$ cat src/rtl/if_id_pkg.sv
// Shared types and helpers for the IF/ID skid stage.
package if_id_pkg;

  // Occupancy states of the two-entry skid buffer
  typedef enum logic [1:0] {
    EMPTY = 2'd0,
    MAIN  = 2'd1,
    BOTH  = 2'd2
  } state_e;

  // sll $0,$0,0
  localparam logic [31:0] MIPS_NOP = 32'h0000_0000;

  // Flat bundle width: per lane instruction + PC + lane valid
  function automatic int unsigned bundle_w(input int unsigned lanes,
                                           input int unsigned instr_w,
                                           input int unsigned pc_w);
    return lanes * (instr_w + pc_w + 1);
  endfunction

endpackage

$ cat src/rtl/if_id_lane_mask.sv
// Per-lane NOP substitution for invalid slots.
module if_id_lane_mask
  import if_id_pkg::*;
#(
  parameter int unsigned          INSTR_W  = 32,
  parameter logic [INSTR_W-1:0]   NOP_WORD = INSTR_W'(MIPS_NOP)
) (
  input  logic [INSTR_W-1:0] instr,
  input  logic               lane_vld,
  output logic [INSTR_W-1:0] instr_c
);

  // Pass the slot through only when it carries a live instruction
  assign instr_c = lane_vld ? instr : NOP_WORD;

endmodule

$ cat src/rtl/if_id_skid_stage.sv
// IF/ID pipeline stage with valid/ready handshake and 2-entry skid buffer.
module if_id_skid_stage
  import if_id_pkg::*;
#(
  parameter int unsigned        LANES    = 1,
  parameter int unsigned        INSTR_W  = 32,
  parameter int unsigned        PC_W     = 32,
  parameter logic [INSTR_W-1:0] NOP_WORD = INSTR_W'(MIPS_NOP),
  parameter int unsigned        CNT_W    = 16
) (
  input  logic                     clk,
  input  logic                     rst_n,
  input  logic                     flush_i,
  input  logic                     in_valid,
  output logic                     in_ready,
  input  logic [LANES*INSTR_W-1:0] in_instr,
  input  logic [LANES*PC_W-1:0]    in_pc,
  input  logic [LANES-1:0]         in_lane_vld,
  output logic                     out_valid,
  input  logic                     out_ready,
  output logic [LANES*INSTR_W-1:0] out_instr,
  output logic [LANES*PC_W-1:0]    out_pc,
  output logic [LANES-1:0]         out_lane_vld,
  output logic [1:0]               occupancy,
  output logic [CNT_W-1:0]         stall_cnt
);

  localparam int unsigned IW = LANES * INSTR_W;
  localparam int unsigned PW = LANES * PC_W;
  localparam int unsigned BW = bundle_w(LANES, INSTR_W, PC_W);

  state_e          state_q, state_d;
  logic            in_ready_q, out_valid_q;
  logic [1:0]      occ_q, occ_d;
  logic [CNT_W-1:0] stall_q;
  logic [BW-1:0]   in_bundle, main_q, skid_q;
  logic            store, drn;
  logic            ld_main_in, ld_main_skid, ld_skid, clr_main;

  // Bundles with no live lane are accepted but never occupy an entry
  assign in_bundle = {in_lane_vld, in_pc, in_instr};
  assign store     = in_valid & in_ready_q & (|in_lane_vld);
  assign drn       = out_valid_q & out_ready;

  // State register plus registered handshake/occupancy outputs
  always_ff @(posedge clk or negedge rst_n) begin
    if (!rst_n) begin
      state_q     <= EMPTY;
      in_ready_q  <= 1'b1;
      out_valid_q <= 1'b0;
      occ_q       <= 2'd0;
    end else begin
      state_q     <= state_d;
      in_ready_q  <= (state_d != BOTH);
      out_valid_q <= (state_d != EMPTY);
      occ_q       <= occ_d;
    end
  end

  // Next state and entry load controls; flush overrides everything
  always_comb begin
    state_d      = state_q;
    ld_main_in   = 1'b0;
    ld_main_skid = 1'b0;
    ld_skid      = 1'b0;
    clr_main     = 1'b0;
    case (state_q)
      EMPTY: begin
        if (store) begin
          state_d    = MAIN;
          ld_main_in = 1'b1;
        end
      end
      MAIN: begin
        if (store && drn) begin
          ld_main_in = 1'b1;
        end else if (store) begin
          state_d = BOTH;
          ld_skid = 1'b1;
        end else if (drn) begin
          state_d  = EMPTY;
          clr_main = 1'b1;
        end
      end
      BOTH: begin
        if (drn) begin
          state_d      = MAIN;
          ld_main_skid = 1'b1;
        end
      end
      default: begin
        state_d  = EMPTY;
        clr_main = 1'b1;
      end
    endcase
    if (flush_i) begin
      state_d      = EMPTY;
      ld_main_in   = 1'b0;
      ld_main_skid = 1'b0;
      ld_skid      = 1'b0;
      clr_main     = 1'b1;
    end
  end

  // Entry count for the upcoming state
  always_comb begin
    occ_d = 2'd0;
    case (state_d)
      MAIN:    occ_d = 2'd1;
      BOTH:    occ_d = 2'd2;
      default: occ_d = 2'd0;
    endcase
  end

  // Main/skid bundle storage; main is cleared when empty so PC and lane valid read 0
  always_ff @(posedge clk or negedge rst_n) begin
    if (!rst_n) begin
      main_q <= '0;
      skid_q <= '0;
    end else begin
      if (clr_main)          main_q <= '0;
      else if (ld_main_in)   main_q <= in_bundle;
      else if (ld_main_skid) main_q <= skid_q;
      if (ld_skid)           skid_q <= in_bundle;
    end
  end

  // Saturating back-pressure counter, cleared only by reset
  always_ff @(posedge clk or negedge rst_n) begin
    if (!rst_n) begin
      stall_q <= '0;
    end else if (out_valid_q && !out_ready && (stall_q != '1)) begin
      stall_q <= stall_q + CNT_W'(1);
    end
  end

  assign in_ready     = in_ready_q;
  assign out_valid    = out_valid_q;
  assign occupancy    = occ_q;
  assign stall_cnt    = stall_q;
  assign out_pc       = main_q[IW +: PW];
  assign out_lane_vld = main_q[IW+PW +: LANES];

  // NOP substitution per lane on the held bundle
  for (genvar g = 0; g < int'(LANES); g++) begin : g_lane
    if_id_lane_mask #(
      .INSTR_W  (INSTR_W),
      .NOP_WORD (NOP_WORD)
    ) u_mask (
      .instr    (main_q[g*INSTR_W +: INSTR_W]),
      .lane_vld (out_valid_q & main_q[IW+PW+g]),
      .instr_c  (out_instr[g*INSTR_W +: INSTR_W])
    );
  end

endmodule

$ cat config.mk
export PLATFORM = sky130hd
export DESIGN_NAME = if_id_skid_stage
export DESIGN_NICKNAME = d
export VERILOG_FILES = /design/src/rtl/if_id_pkg.sv /design/src/rtl/if_id_lane_mask.sv /design/src/rtl/if_id_skid_stage.sv
export SDC_FILE = /design/constraint.sdc
export NUM_CORES = 1
export LEC_CHECK = 0
export ABC_AREA = 1
export BUFFER_PORTS_ARGS = -buffer_cell sky130_fd_sc_hd__buf_4
export CORE_UTILIZATION = 50
export CTS_CLUSTER_SIZE = 24
export DETAILED_ROUTE_END_ITERATION = 7
export PLACE_DENSITY = 0.82
export SYNTH_ARGS = -nofsm -noshare
export SYNTH_HDL_FRONTEND = slang
export SYNTH_HIERARCHICAL = 1
export SYNTH_SLANG_ARGS = --single-unit
$ cat constraint.sdc
create_clock -name clk -period 1.45 [get_ports clk]
set_input_delay 0.2175 -clock clk [delete_from_list [all_inputs] [get_ports clk]]
set_output_delay 0.2175 -clock clk [all_outputs]
set_load 0.01 [all_outputs]
==> impl_metrics.tcl <==
set metrics [dict create \
    outcome "finished, violations left" \
    finalWirelength_um 29400 \
    synth-main-ff-cell "dfrtp_1" \
    core_region_area_sq_mm 0.0152 \
    synth_cell_type_count 27 \
    clkTransAtPathRegs_ns 0.07 \
    antenna_found_initial 1 \
    synth_seq_cells 152 \
    netlist_area_sq_mm 0.00781 \
    synth_area_per_cell_sq_um 7.45 \
    critical_path.endpoint "out_instr[16]" \
    post-route-period-util_pct 124 \
    wire_per_inst_um 20.3 \
    grt_pass1_wl_um 40000 \
    syn_nets 1120 \
    fmax_mhz 556 \
    place_ws_ns -0.191 \
    tritoncts "yes" \
    clk-insertion-delay-late_ns 0.43 \
    powerDensity_mw_per_mm2 1250 \
    critPathCaptureType "primary output" \
    post-dp-hpwl_um 12900 \
    ios 155 \
    synth-xor-area-share_pct 0.897 \
    worstPathCellList "buf_6 > nand2_4 > inv_8 > clkbuf_16 > nand2_1 > inv_1 > buf_4" \
    synth-compound-area-share_pct 5.24 \
    vias 8391 \
    layout-drive-gt1-share_pct 40.8 \
    grt_pass1_vias 7801 \
    switching_power_mw 4.98 \
    finalInstanceArea_sq_mm 0.0120 \
    path_class "reg -> out" \
    cp.arrival_ns 1.58 \
    nets 1316 \
    cts_buffers 17 \
    switching_share_pct 33.3 \
    placed_cells 1350 \
    rsz0062_at_grt "true" \
    root_buffer "clkbuf_16" \
    crit_fanout 6 \
    critPathBufInv 5 \
    muxShareOfSynthArea_pct 0 \
    dpl_cell_area_sq_mm 0.00923 \
    crit_path_start "out_valid" \
    drc_errors 0 \
    ys_async_sr_fraction_pct 100 \
    fill_cells 882 \
    cts_buffer_depth 2 \
    max_slew_margin_pct 79.6 \
    die_x_um 127 \
    initial_utilization_pct 51.4 \
    slowest_stage "dfrtp_1" \
    syn_inst 1049 \
    comb_power_share_pct 29.8 \
    seq_area_frac_synth_pct 48.7 \
    setup_slack_ns -0.348 \
    clock_power_share_pct 30.1 \
    peakVddDrop_mv 0.892 \
    violations "setup timing" \
    start_kind "flip-flop" \
    routabilityCongestion 0.856 \
    dr.pass1.iters 6 \
    internal_power_mw 9.98 \
    yosys.area_share.simple_pct 31.8 \
    fin_crit_ns 1.80 \
    setup_violations 169 \
    cap_violations 0 \
    synth_top_family_by_area "simple AND/OR/NAND/NOR gates" \
    gr-usage-all-layers_pct 32.2 \
    hold_path_class "in -> reg" \
    fin_cells 1445 \
    r2r_setup_slack_ns -0.34 \
    grt_max_degree 44 \
    synth_edf_count 0 \
    reg2reg_depth 10 \
    drt_iter0_drc 972 \
    slowest_delay_ns 0.41 \
    cpLargestDelayFamily "buffers and inverters" \
    cp.depth 7 \
    r2r_start "in_ready" \
    clock_sinks 152 \
    via_per_inst 5.81 \
    h-tree-depth 4 \
    reg2reg_to "skid_q[34]" \
    synthToLayoutAreaGrowth_pct 53.2 \
    grt_overflow 0 \
    antenna_left 0 \
    synth_adder_area_share_pct 0.160 \
    die_area_sq_mm 0.0161 \
    portBuffers 154 \
    die_y_um 127 \
    leakage_nw 6.58 \
    cp.required_ns 1.23 \
    skew_ns 0.0124 \
    num_rows 45 \
    pwr-share-seq_pct 40.1 \
    yosysWarningCount 6 \
    finalHoldViolCount 0 \
    worstMarginPinSlew_ns 0.306 \
    drv_slew 0 \
]
## final cells by class
class                           instances  area, sq um  share of cell area (%)
Tap cell                              188          235                    1.97
Inverter                              117          454                    3.80
Antenna cell                            1         2.50                  0.0209
Sequential cell                       152         3810                    31.8
Timing Repair Buffer                  270         3020                    25.3
Clock buffer                           21          450                    3.76
Clock inverter                          9          126                    1.06
Multi-Input combinational cell        687         3870                    32.3
## cell usage after synthesis, types with 2 or more instances
master | n | area [sq um]
inv_2 | 2 | 7.51
xor2_1 | 7 | 61.3
o21ai_1 | 4 | 20.0
nand2_1 | 416 | 1560
buf_6 | 5 | 56.3
buf_2 | 35 | 175
clkbuf_1 | 10 | 37.5
o21ai_0 | 68 | 340
nand2_2 | 5 | 31.3
nor2_1 | 22 | 82.6
buf_4 | 42 | 315
nand4_1 | 6 | 37.5
o21ai_2 | 5 | 43.8
inv_1 | 115 | 432
nand3_1 | 145 | 726
dfrtp_1 | 151 | 3780
## routing by layer
layer,global-route usage [%],up-vias,routed length [um]
met1,39.8,4039,10800
li1,-,3621,-
met3,7.54,142,2790
met5,0,-,0
met2,54.5,589,14300
met4,13.2,0,1550
## power groups by stage
stage                     Clock, mW  Sequential [mW]  Combinational [mW]
after floorplan                   0             5.65                1.83
after detailed placement          0             5.67                3.01
after global placement            0             5.64                2.90
after global routing           4.70             6.05                4.76
after CTS                      4.46             5.70                3.60
final                          4.51             5.99                4.46
## cell usage in the layout (no fill, tap or decap), types with 2 or more instances in the layout
| cell | count |
|---|---|
| buf_12 | 27 |
| buf_16 | 18 |
| buf_4 | 185 |
| buf_6 | 28 |
| bufinv_16 | 3 |
| clkbuf_1 | 3 |
| clkbuf_16 | 26 |
| clkinv_2 | 4 |
| dfrtp_1 | 149 |
| dfrtp_2 | 2 |
| inv_1 | 103 |
| inv_2 | 10 |
| inv_4 | 3 |
| nand2_1 | 306 |
| nand2_2 | 63 |
| nand2_4 | 51 |
| nand3_1 | 133 |
| nand3_2 | 12 |
| nand4_1 | 6 |
| nor2_1 | 15 |
| nor2_2 | 5 |
| nor2_4 | 4 |
| o21ai_1 | 18 |
| o21ai_2 | 54 |
| o21ai_4 | 4 |
| xor2_1 | 7 |
## kinds of logic after synthesis
| family | Yosys count |
|---|---|
| xor+xnor | 8 |
| buf+inv | 210 |
| fa+ha+maj | 1 |
| simple gates | 600 |
| flops | 152 |
| compound gates | 78 |
## worst register-to-register path, delay by kind of cell (launching register included)
family          cells  cell delay (ns)
compound gates      1             0.05
buf+inv             6             0.79
flops               1             0.56
simple gates        3             0.27
## sequential cells by signal, indices dropped and copies added (netlist names)
signal,flops
in_ready,1
main_q,65
occupancy,2
out_valid,1
skid_q,65
stall_cnt,16
state_q,2
## what timing repair did
action | in CTS | in global routing
setup buffers | 30 | 7
hold buffers | 1 | 0
resized for setup | 208 | 202
gates cloned | 24 | 11
pin swaps | 5 | 8
hold endpoints to repair | 129 | 0
setup endpoints to repair | 169 | 176
## worst min-delay path by stage
stage          slack, ns  cells after the start          from    endpoint
2_1_floorplan      -0.08                      0         rst_n   main_q[0]
3_3_place_gp        0.09                      1         rst_n  skid_q[25]
3_5_place_dp        0.09                      1         rst_n  main_q[13]
4_1_cts             0.04                      3      in_pc[8]  skid_q[40]
5_1_grt             0.03                      3     in_pc[21]  skid_q[53]
6_report            0.04                      3  in_instr[17]  skid_q[17]
## metrics by stage
step           TNS, ns  power (mW)  utilization [%]  hold WS, ns
2_1_floorplan   -0.534        7.48                -      -0.0781
3_3_place_gp     -9.87        8.54             60.7       0.0893
3_5_place_dp    -16.03        8.67             60.7       0.0933
4_1_cts         -30.54        13.8             73.5       0.0351
5_1_grt         -48.22        15.5             78.7       0.0297
6_report        -41.92        15.0             78.7       0.0384
Note: power is estimated with default switching activity, not from simulation.
